`src/rtl/sd_pkg.sv`:
```
// Shared definitions for the SD command/data sequencer: command indices,
// error codes, the sequencer state encoding and the data-address helper.
// Optional feature macro: SD_SDHC_EN. When it is defined the card is treated
// as high capacity: HCS is set in the ACMD41 argument and the block number
// is used directly as the data address.
package sd_pkg;

    localparam logic [5:0] CMD0   = 6'd0;
    localparam logic [5:0] CMD2   = 6'd2;
    localparam logic [5:0] CMD3   = 6'd3;
    localparam logic [5:0] CMD7   = 6'd7;
    localparam logic [5:0] CMD8   = 6'd8;
    localparam logic [5:0] CMD55  = 6'd55;
    localparam logic [5:0] ACMD41 = 6'd41;
    localparam logic [5:0] ACMD6  = 6'd6;
    localparam logic [5:0] CMD17  = 6'd17;
    localparam logic [5:0] CMD24  = 6'd24;

    localparam logic [2:0] ERR_NONE    = 3'd0;
    localparam logic [2:0] ERR_TIMEOUT = 3'd1;
    localparam logic [2:0] ERR_CMD8    = 3'd2;
    localparam logic [2:0] ERR_ACMD41  = 3'd3;
    localparam logic [2:0] ERR_CRC     = 3'd4;

    localparam logic [31:0] CMD8_ARG   = 32'h0000_01AA;
    localparam logic [11:0] CMD8_ECHO  = 12'h1AA;
    localparam logic [31:0] ACMD6_ARG  = 32'h0000_0002;
`ifdef SD_SDHC_EN
    localparam logic [31:0] ACMD41_ARG = 32'h40FF_8000;
`else
    localparam logic [31:0] ACMD41_ARG = 32'h00FF_8000;
`endif

    typedef enum logic [3:0] {
        ST_IDLE      = 4'd0,
        ST_CMD0      = 4'd1,
        ST_CMD8      = 4'd2,
        ST_CMD55_OP  = 4'd3,
        ST_ACMD41    = 4'd4,
        ST_CMD2      = 4'd5,
        ST_CMD3      = 4'd6,
        ST_CMD7      = 4'd7,
        ST_CMD55_BUS = 4'd8,
        ST_ACMD6     = 4'd9,
        ST_READY     = 4'd10,
        ST_CMD17     = 4'd11,
        ST_CMD24     = 4'd12,
        ST_DATA_RD   = 4'd13,
        ST_DATA_WR   = 4'd14,
        ST_ERROR     = 4'd15
    } sd_state_t;

    // Standard-capacity cards are byte addressed; high-capacity cards take
    // the block number directly.
    function automatic logic [31:0] data_addr(input logic [31:0] blk);
`ifdef SD_SDHC_EN
        return blk;
`else
        return {blk[22:0], 9'd0};
`endif
    endfunction

endpackage

```
`src/rtl/sd_cmd_step.sv`:
```
// One command (or data) step: issue pulse, done detection and a down-counting
// timeout. The data phase reuses the same counter with a 16x longer limit.
module sd_cmd_step
    import sd_pkg::*;
#(
    parameter int TIMEOUT = 4096
) (
    input  logic clk,
    input  logic rst_n,
    input  logic go,
    input  logic scale16,
    input  logic done_evt,
    output logic start_pulse,
    output logic done,
    output logic timeout
);

    localparam int CW = $clog2(TIMEOUT * 16);
    localparam logic [CW-1:0] LOAD_CMD  = CW'(TIMEOUT - 1);
    localparam logic [CW-1:0] LOAD_DATA = CW'(TIMEOUT * 16 - 1);

    logic          active;
    logic [CW-1:0] cnt;

    // A done arriving on the terminal-count cycle still counts as done.
    assign done    = active & done_evt;
    assign timeout = active & ~done_evt & (cnt == '0);

    // Issue pulse follows go by one cycle; the counter is loaded alongside it.
    always_ff @(posedge clk or negedge rst_n) begin
        if (!rst_n) begin
            start_pulse <= 1'b0;
            active      <= 1'b0;
            cnt         <= '0;
        end else begin
            start_pulse <= go;
            if (go) begin
                active <= 1'b1;
                cnt    <= scale16 ? LOAD_DATA : LOAD_CMD;
            end else if (active) begin
                if (done_evt || cnt == '0)
                    active <= 1'b0;
                else
                    cnt <= cnt - 1'b1;
            end
        end
    end

endmodule

```
`src/rtl/sd_sequencer.sv`:
```
// SD command/data sequencer: card identification at slow clock, switch to
// fast clock and 4-bit bus, then single-block read/write service.
// Optional feature macro: SD_SDHC_EN (high-capacity addressing, see sd_pkg).
//
// state        | meaning
// -------------+------------------------------------------------------------
// ST_IDLE      | after reset, waiting for istart_init
// ST_CMD0      | GO_IDLE; a timeout here is tolerated
// ST_CMD8      | interface condition, echo must be 0x1AA
// ST_CMD55_OP  | APP_CMD prefix ahead of ACMD41
// ST_ACMD41    | operating condition; loops via CMD55 while card busy
// ST_CMD2      | ALL_SEND_CID
// ST_CMD3      | SEND_RELATIVE_ADDR, captures RCA
// ST_CMD7      | select card, fast clock afterwards
// ST_CMD55_BUS | APP_CMD prefix ahead of ACMD6
// ST_ACMD6     | 4-bit bus width
// ST_READY     | idle, accepts read/write requests
// ST_CMD17     | READ_SINGLE_BLOCK command
// ST_CMD24     | WRITE_BLOCK command
// ST_DATA_RD   | data read transfer
// ST_DATA_WR   | data write transfer
// ST_ERROR     | sticky failure, left only on istart_init
//
// Each command/data state runs two phases tracked by 'issued': first cycle
// launches the step, then it waits for the step's done or timeout.
module sd_sequencer
    import sd_pkg::*;
#(
    parameter int ACMD41_TRIES = 1024,
    parameter int CMD_TIMEOUT  = 4096
) (
    input  logic        iclk,
    input  logic        irst,
    input  logic        istart_init,
    input  logic        iread_req,
    input  logic        iwrite_req,
    input  logic [31:0] iblock_addr,
    output logic        oready,
    output logic        obusy,
    output logic        oerror,
    output logic [2:0]  oerr_code,
    output logic        odone,
    output logic        osel_clk,
    output logic [5:0]  ocmd_index,
    output logic [31:0] ocmd_arg,
    output logic        ostart_cmd,
    input  logic        icmd_done,
    input  logic [31:0] iresp,
    output logic        ostart_d_read,
    output logic        ostart_d_write,
    input  logic        idata_done,
    input  logic        idata_crc_fail
);

    localparam int TW = $clog2(ACMD41_TRIES + 1);
    localparam logic [TW-1:0] TRY_LAST = TW'(ACMD41_TRIES - 1);

    sd_state_t     state, state_next;
    logic          issued, issued_next;
    logic [15:0]   rca, rca_next;
    logic [TW-1:0] try_cnt, try_next;
    logic [31:0]   blk_addr, blk_next;
    logic [5:0]    idx_next, cmd_index_sel;
    logic [31:0]   arg_next, cmd_arg_sel;
    logic          err_flag_next, sel_next, done_next;
    logic [2:0]    err_code_next;
    logic          fail;
    logic [2:0]    fail_code;
    logic          go, is_cmd_state, is_data_state;
    logic          step_pulse, step_done, step_timeout;
    logic          unused_resp;

    assign unused_resp = ^iresp[15:12];

    assign is_data_state = (state == ST_DATA_RD) || (state == ST_DATA_WR);
    assign is_cmd_state  = !is_data_state && (state != ST_IDLE) &&
                           (state != ST_READY) && (state != ST_ERROR);

    assign oready         = (state == ST_READY);
    assign obusy          = is_cmd_state || is_data_state;
    assign ostart_cmd     = step_pulse & is_cmd_state;
    assign ostart_d_read  = step_pulse & (state == ST_DATA_RD);
    assign ostart_d_write = step_pulse & (state == ST_DATA_WR);

    sd_cmd_step #(
        .TIMEOUT (CMD_TIMEOUT)
    ) u_step (
        .clk         (iclk),
        .rst_n       (irst),
        .go          (go),
        .scale16     (is_data_state),
        .done_evt    (is_data_state ? idata_done : icmd_done),
        .start_pulse (step_pulse),
        .done        (step_done),
        .timeout     (step_timeout)
    );

    // Command index and argument belonging to the current command state.
    always_comb begin
        cmd_index_sel = CMD0;
        cmd_arg_sel   = '0;
        case (state)
            ST_CMD8:      begin cmd_index_sel = CMD8;   cmd_arg_sel = CMD8_ARG;   end
            ST_CMD55_OP:  begin cmd_index_sel = CMD55;  end
            ST_ACMD41:    begin cmd_index_sel = ACMD41; cmd_arg_sel = ACMD41_ARG; end
            ST_CMD2:      begin cmd_index_sel = CMD2;   end
            ST_CMD3:      begin cmd_index_sel = CMD3;   end
            ST_CMD7:      begin cmd_index_sel = CMD7;   cmd_arg_sel = {rca, 16'h0}; end
            ST_CMD55_BUS: begin cmd_index_sel = CMD55;  cmd_arg_sel = {rca, 16'h0}; end
            ST_ACMD6:     begin cmd_index_sel = ACMD6;  cmd_arg_sel = ACMD6_ARG;  end
            ST_CMD17:     begin cmd_index_sel = CMD17;  cmd_arg_sel = data_addr(blk_addr); end
            ST_CMD24:     begin cmd_index_sel = CMD24;  cmd_arg_sel = data_addr(blk_addr); end
            default:      ;
        endcase
    end

    // Next-state and next-output logic for the sequencer.
    always_comb begin
        state_next    = state;
        issued_next   = issued;
        rca_next      = rca;
        try_next      = try_cnt;
        blk_next      = blk_addr;
        idx_next      = ocmd_index;
        arg_next      = ocmd_arg;
        err_flag_next = oerror;
        err_code_next = oerr_code;
        sel_next      = osel_clk;
        done_next     = 1'b0;
        go            = 1'b0;
        fail          = 1'b0;
        fail_code     = ERR_NONE;

        case (state)
            ST_IDLE, ST_ERROR: begin
                if (istart_init) begin
                    state_next    = ST_CMD0;
                    issued_next   = 1'b0;
                    err_flag_next = 1'b0;
                    err_code_next = ERR_NONE;
                    sel_next      = 1'b0;
                    try_next      = '0;
                    rca_next      = '0;
                end
            end
            ST_READY: begin
                if (iread_req) begin
                    blk_next   = iblock_addr;
                    state_next = ST_CMD17;
                end else if (iwrite_req) begin
                    blk_next   = iblock_addr;
                    state_next = ST_CMD24;
                end
            end
            default: begin
                if (!issued) begin
                    go          = 1'b1;
                    issued_next = 1'b1;
                    if (is_cmd_state) begin
                        idx_next = cmd_index_sel;
                        arg_next = cmd_arg_sel;
                    end
                end else if (step_done) begin
                    issued_next = 1'b0;
                    case (state)
                        ST_CMD0:     state_next = ST_CMD8;
                        ST_CMD8: begin
                            if (iresp[11:0] != CMD8_ECHO) begin
                                fail      = 1'b1;
                                fail_code = ERR_CMD8;
                            end else begin
                                state_next = ST_CMD55_OP;
                            end
                        end
                        ST_CMD55_OP: state_next = ST_ACMD41;
                        ST_ACMD41: begin
                            if (iresp[31]) begin
                                state_next = ST_CMD2;
                            end else if (try_cnt == TRY_LAST) begin
                                fail      = 1'b1;
                                fail_code = ERR_ACMD41;
                            end else begin
                                try_next   = try_cnt + 1'b1;
                                state_next = ST_CMD55_OP;
                            end
                        end
                        ST_CMD2:     state_next = ST_CMD3;
                        ST_CMD3: begin
                            rca_next   = iresp[31:16];
                            state_next = ST_CMD7;
                        end
                        ST_CMD7: begin
                            sel_next   = 1'b1;
                            state_next = ST_CMD55_BUS;
                        end
                        ST_CMD55_BUS: state_next = ST_ACMD6;
                        ST_ACMD6:     state_next = ST_READY;
                        ST_CMD17:     state_next = ST_DATA_RD;
                        ST_CMD24:     state_next = ST_DATA_WR;
                        ST_DATA_RD, ST_DATA_WR: begin
                            if (idata_crc_fail) begin
                                fail      = 1'b1;
                                fail_code = ERR_CRC;
                            end else begin
                                done_next  = 1'b1;
                                state_next = ST_READY;
                            end
                        end
                        default: ;
                    endcase
                end else if (step_timeout) begin
                    issued_next = 1'b0;
                    if (state == ST_CMD0) begin
                        state_next = ST_CMD8;
                    end else begin
                        fail      = 1'b1;
                        fail_code = ERR_TIMEOUT;
                    end
                end
            end
        endcase

        if (fail) begin
            state_next    = ST_ERROR;
            err_flag_next = 1'b1;
            err_code_next = fail_code;
            sel_next      = 1'b0;
        end
    end

    // State and registered outputs.
    always_ff @(posedge iclk or negedge irst) begin
        if (!irst) begin
            state      <= ST_IDLE;
            issued     <= 1'b0;
            rca        <= '0;
            try_cnt    <= '0;
            blk_addr   <= '0;
            ocmd_index <= '0;
            ocmd_arg   <= '0;
            oerror     <= 1'b0;
            oerr_code  <= ERR_NONE;
            osel_clk   <= 1'b0;
            odone      <= 1'b0;
        end else begin
            state      <= state_next;
            issued     <= issued_next;
            rca        <= rca_next;
            try_cnt    <= try_next;
            blk_addr   <= blk_next;
            ocmd_index <= idx_next;
            ocmd_arg   <= arg_next;
            oerror     <= err_flag_next;
            oerr_code  <= err_code_next;
            osel_clk   <= sel_next;
            odone      <= done_next;
        end
    end

endmodule

```
`config.mk`:
```
export PLATFORM = sky130hd
export DESIGN_NAME = sd_sequencer
export DESIGN_NICKNAME = d
export VERILOG_FILES = /design/src/rtl/sd_pkg.sv /design/src/rtl/sd_cmd_step.sv /design/src/rtl/sd_sequencer.sv
export SDC_FILE = /design/constraint.sdc
export NUM_CORES = 1
export LEC_CHECK = 0
export CORE_UTILIZATION = 45
export CTS_BUF_LIST = sky130_fd_sc_hd__clkbuf_16
export DETAILED_ROUTE_END_ITERATION = 10
export PLACE_DENSITY_LB_ADDON = 0.12
export SLEW_MARGIN = 0
export SYNTH_ARGS = -nofsm -noshare
export SYNTH_HDL_FRONTEND = slang
export SYNTH_HIERARCHICAL = 1
export SYNTH_SLANG_ARGS = --single-unit
export TNS_END_PERCENT = 30
```
`constraint.sdc`:
```
create_clock -name iclk -period 3.6 [get_ports iclk]
set_input_delay 0.72 -clock iclk [delete_from_list [all_inputs] [get_ports iclk]]
set_output_delay 0.72 -clock iclk [all_outputs]
set_load 0.01 [all_outputs]
```
==> summary.md, run 1 <==
| Metric | Value |
|---|---|
| Area growth syn-to-layout | `25.8%` |
| Via count | `4,949` |
| Ys flop type | `dfrtp_1` |
| Sequential share of the synthesized area | `47.6%` |
| Drt initial violations | `313` |
| Die Footprint | `13,300 um^2` |
| Worst hold path class | `input pin to asynchronous set/reset pin` |
| Worst Path Max Fanout | `6` |
| PD cells | `823 nW/um^2` |
| RePlAce Congestion | `0.877` |
| Area of the core | `12,600 um^2` |
| Status | `complete, no violations` |
| Wirelength per Cell | `17.4 um` |
| Crit path required time | `3850 ps` |
| Fin. Hold Viols | `0` |
| Sw power | `2.42 mW` |
| Filler cell count | `1,145` |
| Peak supply drop | `0.000616 V` |
| P_leak | `3.01 nW` |
| Critical path origin | `state[1]` |
| CTS root buf | `clkbuf_16` |
| Die width | `115 um` |
| Syn Inst Count | `596` |
| Syn. warnings | `6` |
| Distinct cells, synth | `72` |
| # rows | `41` |
| Routed WL | `15,100 um` |
| Final setup fails | `0` |
| Pre-Repair DR Iteration Count | `5` |
| CTS sink count | `110` |
| Non-Filler Instances | `867` |
| Comb pwr share | `49.2%` |
| Clk_skew | `5.67 ps` |
| TNS Setup | `0 ps` |
| Synth Register Bits | `110` |
| DR vias/cell | `5.71` |
| Vias in the first global route | `4,838` |
| Antenna diodes | `0` |
| Post-Place Cells | `851` |
| Crit path to | `oerr_code[1]` |
| Slew Viols, Final | `0` |
| Clock Latency Late Sink | `350 ps` |
| Setup slack after placement | `59.8 ps` |
| Post-route worst setup slack | `188 ps` |
| Total of max-cap violations | `0` |
| Boundary pin count | `121` |
| Die Y | `115 um` |
| Reg2reg end | `oerr_code[1]` |
| Hpwl dp | `10,600 um` |
| Starting Density | `46.0%` |
| Final ANT Viol Nets | `0` |
| Clock power frac | `17.1%` |
| Fmax | `0.293 GHz` |
| Worst-case reg-to-reg path depth | `11` |
| CTS buffer count | `9` |
| Post-cts resize count | `0` |
| Layout cells sized above 1 | `12.9%` |
| Slew headroom | `20.3%` |
| Crit share post-route | `94.8%` |
| Worst reg2reg path startpoint | `state[1]` |
| Clk slew on worst S/H paths | `70 ps` |
| Slew @ Worst Pin | `1190 ps` |
| Initial antenna violation count | `0` |
| RSZ-0062 raised after global routing | `false` |
| Post-synth EDFFs | `0` |
| Remaining Overflow, GRT | `0` |
| CP Class | `flip-flop to flip-flop` |
| Fin util | `57.9%` |
| Post-CTS Hold Fix Bufs | `0` |
| # H-tree levels | `3` |
| Crit path DAT | `3660 ps` |
| Reg power frac | `33.7%` |
| Post-CTS Setup Bufs | `0` |
| Port bufs | `103` |
| Clock Tree Buf Depth | `2` |
| Global-route wire length before repair | `24,800 um` |
| Pint | `3.57 mW` |
| Syn Std Cell Area | `5780 um^2` |
| Total global-route track usage | `24.1%` |
| Pin count of the biggest net entering global routing | `64` |
| Drc violations | `0` |
| Reg2reg setup slack | `190 ps` |
| Sw Ratio | `40.3%` |
| Avg Inst Size Synth | `9.70 um^2` |
| Post-layout min period | `3410 ps` |
| Final net count | `764` |
| CTS tree | `built` |
| Capturing element type of the critical path | `flip-flop` |
| Asr flop ratio synth | `100%` |
| Startpoint type of the worst setup path | `flip-flop` |
-- cell type report --
| class | instances | area, um^2 | share of cell area (%) |
|---|---|---|---|
| Clock buffer | 9 | 225 | 3.10 |
| Clock inverter | 7 | 77.6 | 1.07 |
| Inverter | 14 | 52.6 | 0.722 |
| Multi-Input combinational cell | 428 | 2740 | 37.7 |
| Sequential cell | 110 | 2750 | 37.8 |
| Tap cell | 172 | 215 | 2.96 |
| Timing Repair Buffer | 127 | 1210 | 16.6 |
-- sequential cells by signal, summed over array words and instances, names as in the netlist --
signal,flops
oerr_code,3
issued,1
osel_clk,1
u_step/start_pulse,1
state,4
odone,1
try_cnt,11
blk_addr,23
oerror,1
u_step/cnt,16
ocmd_index,6
ocmd_arg,25
rca,16
u_step/active,1
-- cell usage in the layout (no fill, tap or decap), drive strengths merged, types with 4 or more instances in the layout --
master and count:
mux2 24, o21ai 58, o31ai 5, mux2i 6, a31oi 11, clkbuf 9
a22o 27, or4 10, nor2b 6, nand3 20, o211ai 4, nand2 86
buf 25, or2 4, conb 4, a21oi 19, inv 18, nor2 41
dfrtp 110, nand2b 4, clkdlybuf4s50 102, or3 12, xor2 5, a221o 9
nor4 6, nor3 7
-- critical path, cell delays in order (launching register included) --
cell	delay, ps
dfrtp_1	410
or2b_1	290
a21oi_2	210
mux2_2	370
nand3b_1	170
or3_1	340
nor2_1	190
o21ai_0	140
or4_4	550
a31o_4	250
a21bo_1	220
a21o_1	180
-- cells by family (layout without fill, tap and decap cells) --
logic type	Yosys count	count (layout)	share of synthesized area, %
AO/OA/AOI/OAI	167	167	20.3
XOR/XNOR	5	5	0.757
adder cells (fa/ha/maj)	2	2	0.433
buffers and inverters	61	157	5.43
flip-flops	110	110	47.6
multiplexers	30	30	5.71
other	1	4	0.0648
AND/OR/NAND/NOR	220	220	19.7
-- cells in the mapped netlist, drive strengths merged (7+ instances only) --
cell type  count  area, um^2
dfrtp        110        2750
nand2         86         323
o21ai         58         294
nor2          41         159
a22o          27         236
clkbuf        25        93.8
mux2          24         270
buf           22         168
nand3         20         100
a21oi         19        95.1
inv           14        52.6
or3           12        81.3
a31oi         11        83.8
or4           10        78.8
a221o          9        90.1
nor3           7        35.0
-- power by group through the flow --
| stage | logic [mW] | registers (mW) | clock network (mW) |
|---|---|---|---|
| after floorplan | 1.91 | 2.02 | 0 |
| after global placement | 2.85 | 2.02 | 0 |
| after detailed placement | 2.92 | 2.04 | 0 |
| after CTS | 2.94 | 2.02 | 1.05 |
| after global routing | 3.24 | 2.09 | 1.10 |
| final | 2.95 | 2.02 | 1.02 |
-- worst min-delay path by stage --
stage | slack (ps) | startpoint | to
2_1_floorplan | 420 | irst | blk_addr[0]
3_3_place_gp | 460 | ocmd_arg[12] | ocmd_arg[12]
3_5_place_dp | 470 | ocmd_arg[13] | ocmd_arg[13]
4_1_cts | 470 | irst | blk_addr[5]
5_1_grt | 500 | irst | blk_addr[5]
6_report | 440 | irst | blk_addr[5]
-- layer usage --
layer	vias to the layer above	track usage, %	routed length, um
met5	-	0	0
met4	0	6.23	115
met3	10	5.11	831
met2	144	38.7	7200
met1	2426	33.2	6940
li1	2369	-	-
-- through the flow --
| stage | cell area (um^2) | hold slack [ps] | power, mW |
|---|---|---|---|
| floorplan | 5790 | 424 | 3.93 |
| global placement | 6970 | 464 | 4.87 |
| detailed placement | 6970 | 470 | 4.97 |
| CTS | 7270 | 473 | 6.02 |
| global route | 7280 | 503 | 6.42 |
| finish | 7280 | 437 | 5.99 |
Note: power is estimated with default switching activity, not from simulation.
==> inputs of run 2 (changes only) <==
Settings changed: GPL_ROUTABILITY_DRIVEN from default to 0, HOLD_SLACK_MARGIN from default to 0.12, SLEW_MARGIN 0 to 5.
==> summary.md, run 2 (same netlist as run 1, synthesis figures left out) <==
| Metric | Value |
|---|---|
| Starting Density | `46.0% (unchanged)` |
| Peak supply drop | `0.000566 V (-8.2%)` |
| Routed WL | `14,800 um (-2.0%)` |
| Drt initial violations | `287 (-8.3%)` |
| Largest registers | `ocmd_arg (25), blk_addr (23)` |
| Die Y | `115 um (unchanged)` |
| Initial antenna violation count | `0 (unchanged)` |
| Max FFs per register | `25 (unchanged)` |
| Die Footprint | `13,300 um^2 (unchanged)` |
| Fin. Hold Viols | `0 (unchanged)` |
| GR Layer Usage met1 | `31.7% (-1.5 points)` |
| Port bufs | `103 (unchanged)` |
| Final net count | `762 (-0.26%)` |
| Area growth syn-to-layout | `25.9% (about the same)` |
| Final ANT Viol Nets | `0 (unchanged)` |
| CTS tree | `built` |
| Commonest non-fill, non-tap cell in the layout | `dfrtp_1` |
| P_leak | `3.01 nW (about the same)` |
| # rows | `41 (unchanged)` |
| Crit path required time | `3900 ps (+50 ps)` |
| Via count | `4,906 (-0.87%)` |
| Clk slew on worst S/H paths | `70 ps (about the same)` |
| Vias in the first global route | `4,694 (-3.0%)` |
| Wirelength per Cell | `17.1 um (-1.6%)` |
| Final setup fails | `0 (unchanged)` |
| Grt met2 use | `37.0% (-1.7 points)` |
| Capturing element type of the critical path | `flip-flop` |
| CTS sink count | `110 (unchanged)` |
| Post-layout min period | `3360 ps (-51.9 ps)` |
| Clock Tree Buf Depth | `2 (unchanged)` |
| Worst Path Max Fanout | `6 (unchanged)` |
| Remaining Overflow, GRT | `0 (unchanged)` |
| Total of max-cap violations | `0 (unchanged)` |
| DR vias/cell | `5.68 (-0.52%)` |
| Register name with the most flops | `ocmd_arg` |
| Clock Latency Late Sink | `360 ps (about the same)` |
| Hold_ws | `482 ps (+45.3 ps)` |
| Hpwl dp | `10,100 um (-5.1%)` |
| Slew @ Worst Pin | `1240 ps (+44.9 ps)` |
| CP Class | `flip-flop to flip-flop` |
| CTS root buf | `clkbuf_16` |
| Boundary pin count | `121 (unchanged)` |
| Pin count of the biggest net entering global routing | `71 (+11%)` |
| Status | `complete, no violations` |
| CTS buffer count | `9 (unchanged)` |
| Worst hold path class | `flip-flop to flip-flop` |
| Global-route wire length before repair | `23,800 um (-3.8%)` |
| Post-CTS Hold Fix Bufs | `0 (unchanged)` |
| PD cells | `827 nW/um^2 (+0.45%)` |
| Crit share post-route | `93.3% (-1.4 points)` |
| Filler cell count | `1,089 (-4.9%)` |
| Gr busiest metal | `met2` |
| Commonest non-fill, non-tap cells in the layout | `dfrtp_1 (110), clkdlybuf4s50_1 (102), nand2_1 (86)` |
| GRT met3 Usage | `6.27% (+1.2 points)` |
| Clk_skew | `7.49 ps (+1.82 ps)` |
| Antenna diodes | `0 (unchanged)` |
| Die width | `115 um (unchanged)` |
| Area of the core | `12,600 um^2 (unchanged)` |
| Startpoint type of the worst setup path | `flip-flop` |
| Layout cells sized above 1 | `12.3% (-0.67 points)` |
| Slew Viols, Final | `0 (unchanged)` |
| Fmax | `0.298 GHz (+1.5%)` |
| Slew headroom | `17.0% (-3.3 points)` |
| Pre-Repair DR Iteration Count | `5 (unchanged)` |
| Drc violations | `0 (unchanged)` |
| Total global-route track usage | `23.3% (-0.82 points)` |
| RSZ-0062 raised after global routing | `false` |
| Crit path DAT | `3660 ps (about the same)` |
| # H-tree levels | `3 (unchanged)` |
| TNS Setup | `0 ps (unchanged)` |
[run 2: critical path: stages, from the launching register on]
cell and delay [ps]:
dfrtp_1 390, or2b_1 290, a21oi_2 200, mux2_2 370, nand3b_1 170, or3_1 330, nor2_1 160, o21ai_0 130
or4_4 560, a31o_4 250, a31oi_1 260, o22a_1 180
[run 2: power breakdown]
group / total, mW / internal (mW) / switching [mW]
combinational: 2.95 / 1.32 / 1.63
sequential: 2.02 / 1.70 / 0.313
clock: 1.05 / 0.606 / 0.449
total: 6.02 / 3.63 / 2.39
[run 2: what timing repair did]
| action | CTS | global route |
|---|---|---|
| buffers inserted | 0 | 0 |
| setup endpoints to repair | 0 | 3 |
| resized for setup | 0 | 1 |
[run 2: worst paths after layout]
| kind | start | slack (ps) | depth (start not counted) | end |
|---|---|---|---|---|
| max in group asynchronous | irst | 2330 | 2 | rca[0] |
| min in group asynchronous | irst | 490 | 1 | blk_addr[4] |
| max | state[0] | 240 | 11 | state[0] |
| max reg2reg | state[0] | 240 | 11 | state[0] |
| min reg2reg | ocmd_arg[9] | 480 | 2 | ocmd_arg[9] |
| min | ocmd_arg[9] | 480 | 2 | ocmd_arg[9] |
[run 2: cell type report]
class / count / area [um^2] / share of cell area, %
tap: 172 / 215 / 2.96
clock inverter: 6 / 86.3 / 1.19
inverter: 14 / 52.6 / 0.722
multi-input combinational: 428 / 2740 / 37.7
timing repair buffer: 125 / 1210 / 16.6
sequential: 110 / 2750 / 37.8
clock buffer: 9 / 225 / 3.09
[run 2: routing by layer]
| layer | vias up | share of wire, % |
|---|---|---|
| li1 | 2358 | - |
| met1 | 2357 | 46 |
| met2 | 177 | 47 |
| met3 | 14 | 6.7 |
| met4 | 0 | 1.2 |
| met5 | - | 0 |
[run 2: through the flow]
| step | setup WS, ps | instances | total power [mW] | util (%) | cell area [um^2] |
|---|---|---|---|---|---|
| after floorplan | 212 | 599 | 3.93 | - | 5790 |
| after global placement | 120 | 849 | 4.88 | 55.4 | 6970 |
| after detailed placement | 79.0 | 849 | 4.95 | 55.4 | 6970 |
| after CTS | 126 | 864 | 6.04 | 57.9 | 7280 |
| after global routing | 85.8 | 864 | 6.43 | 57.9 | 7280 |
| final | 240 | 864 | 6.02 | 57.9 | 7280 |
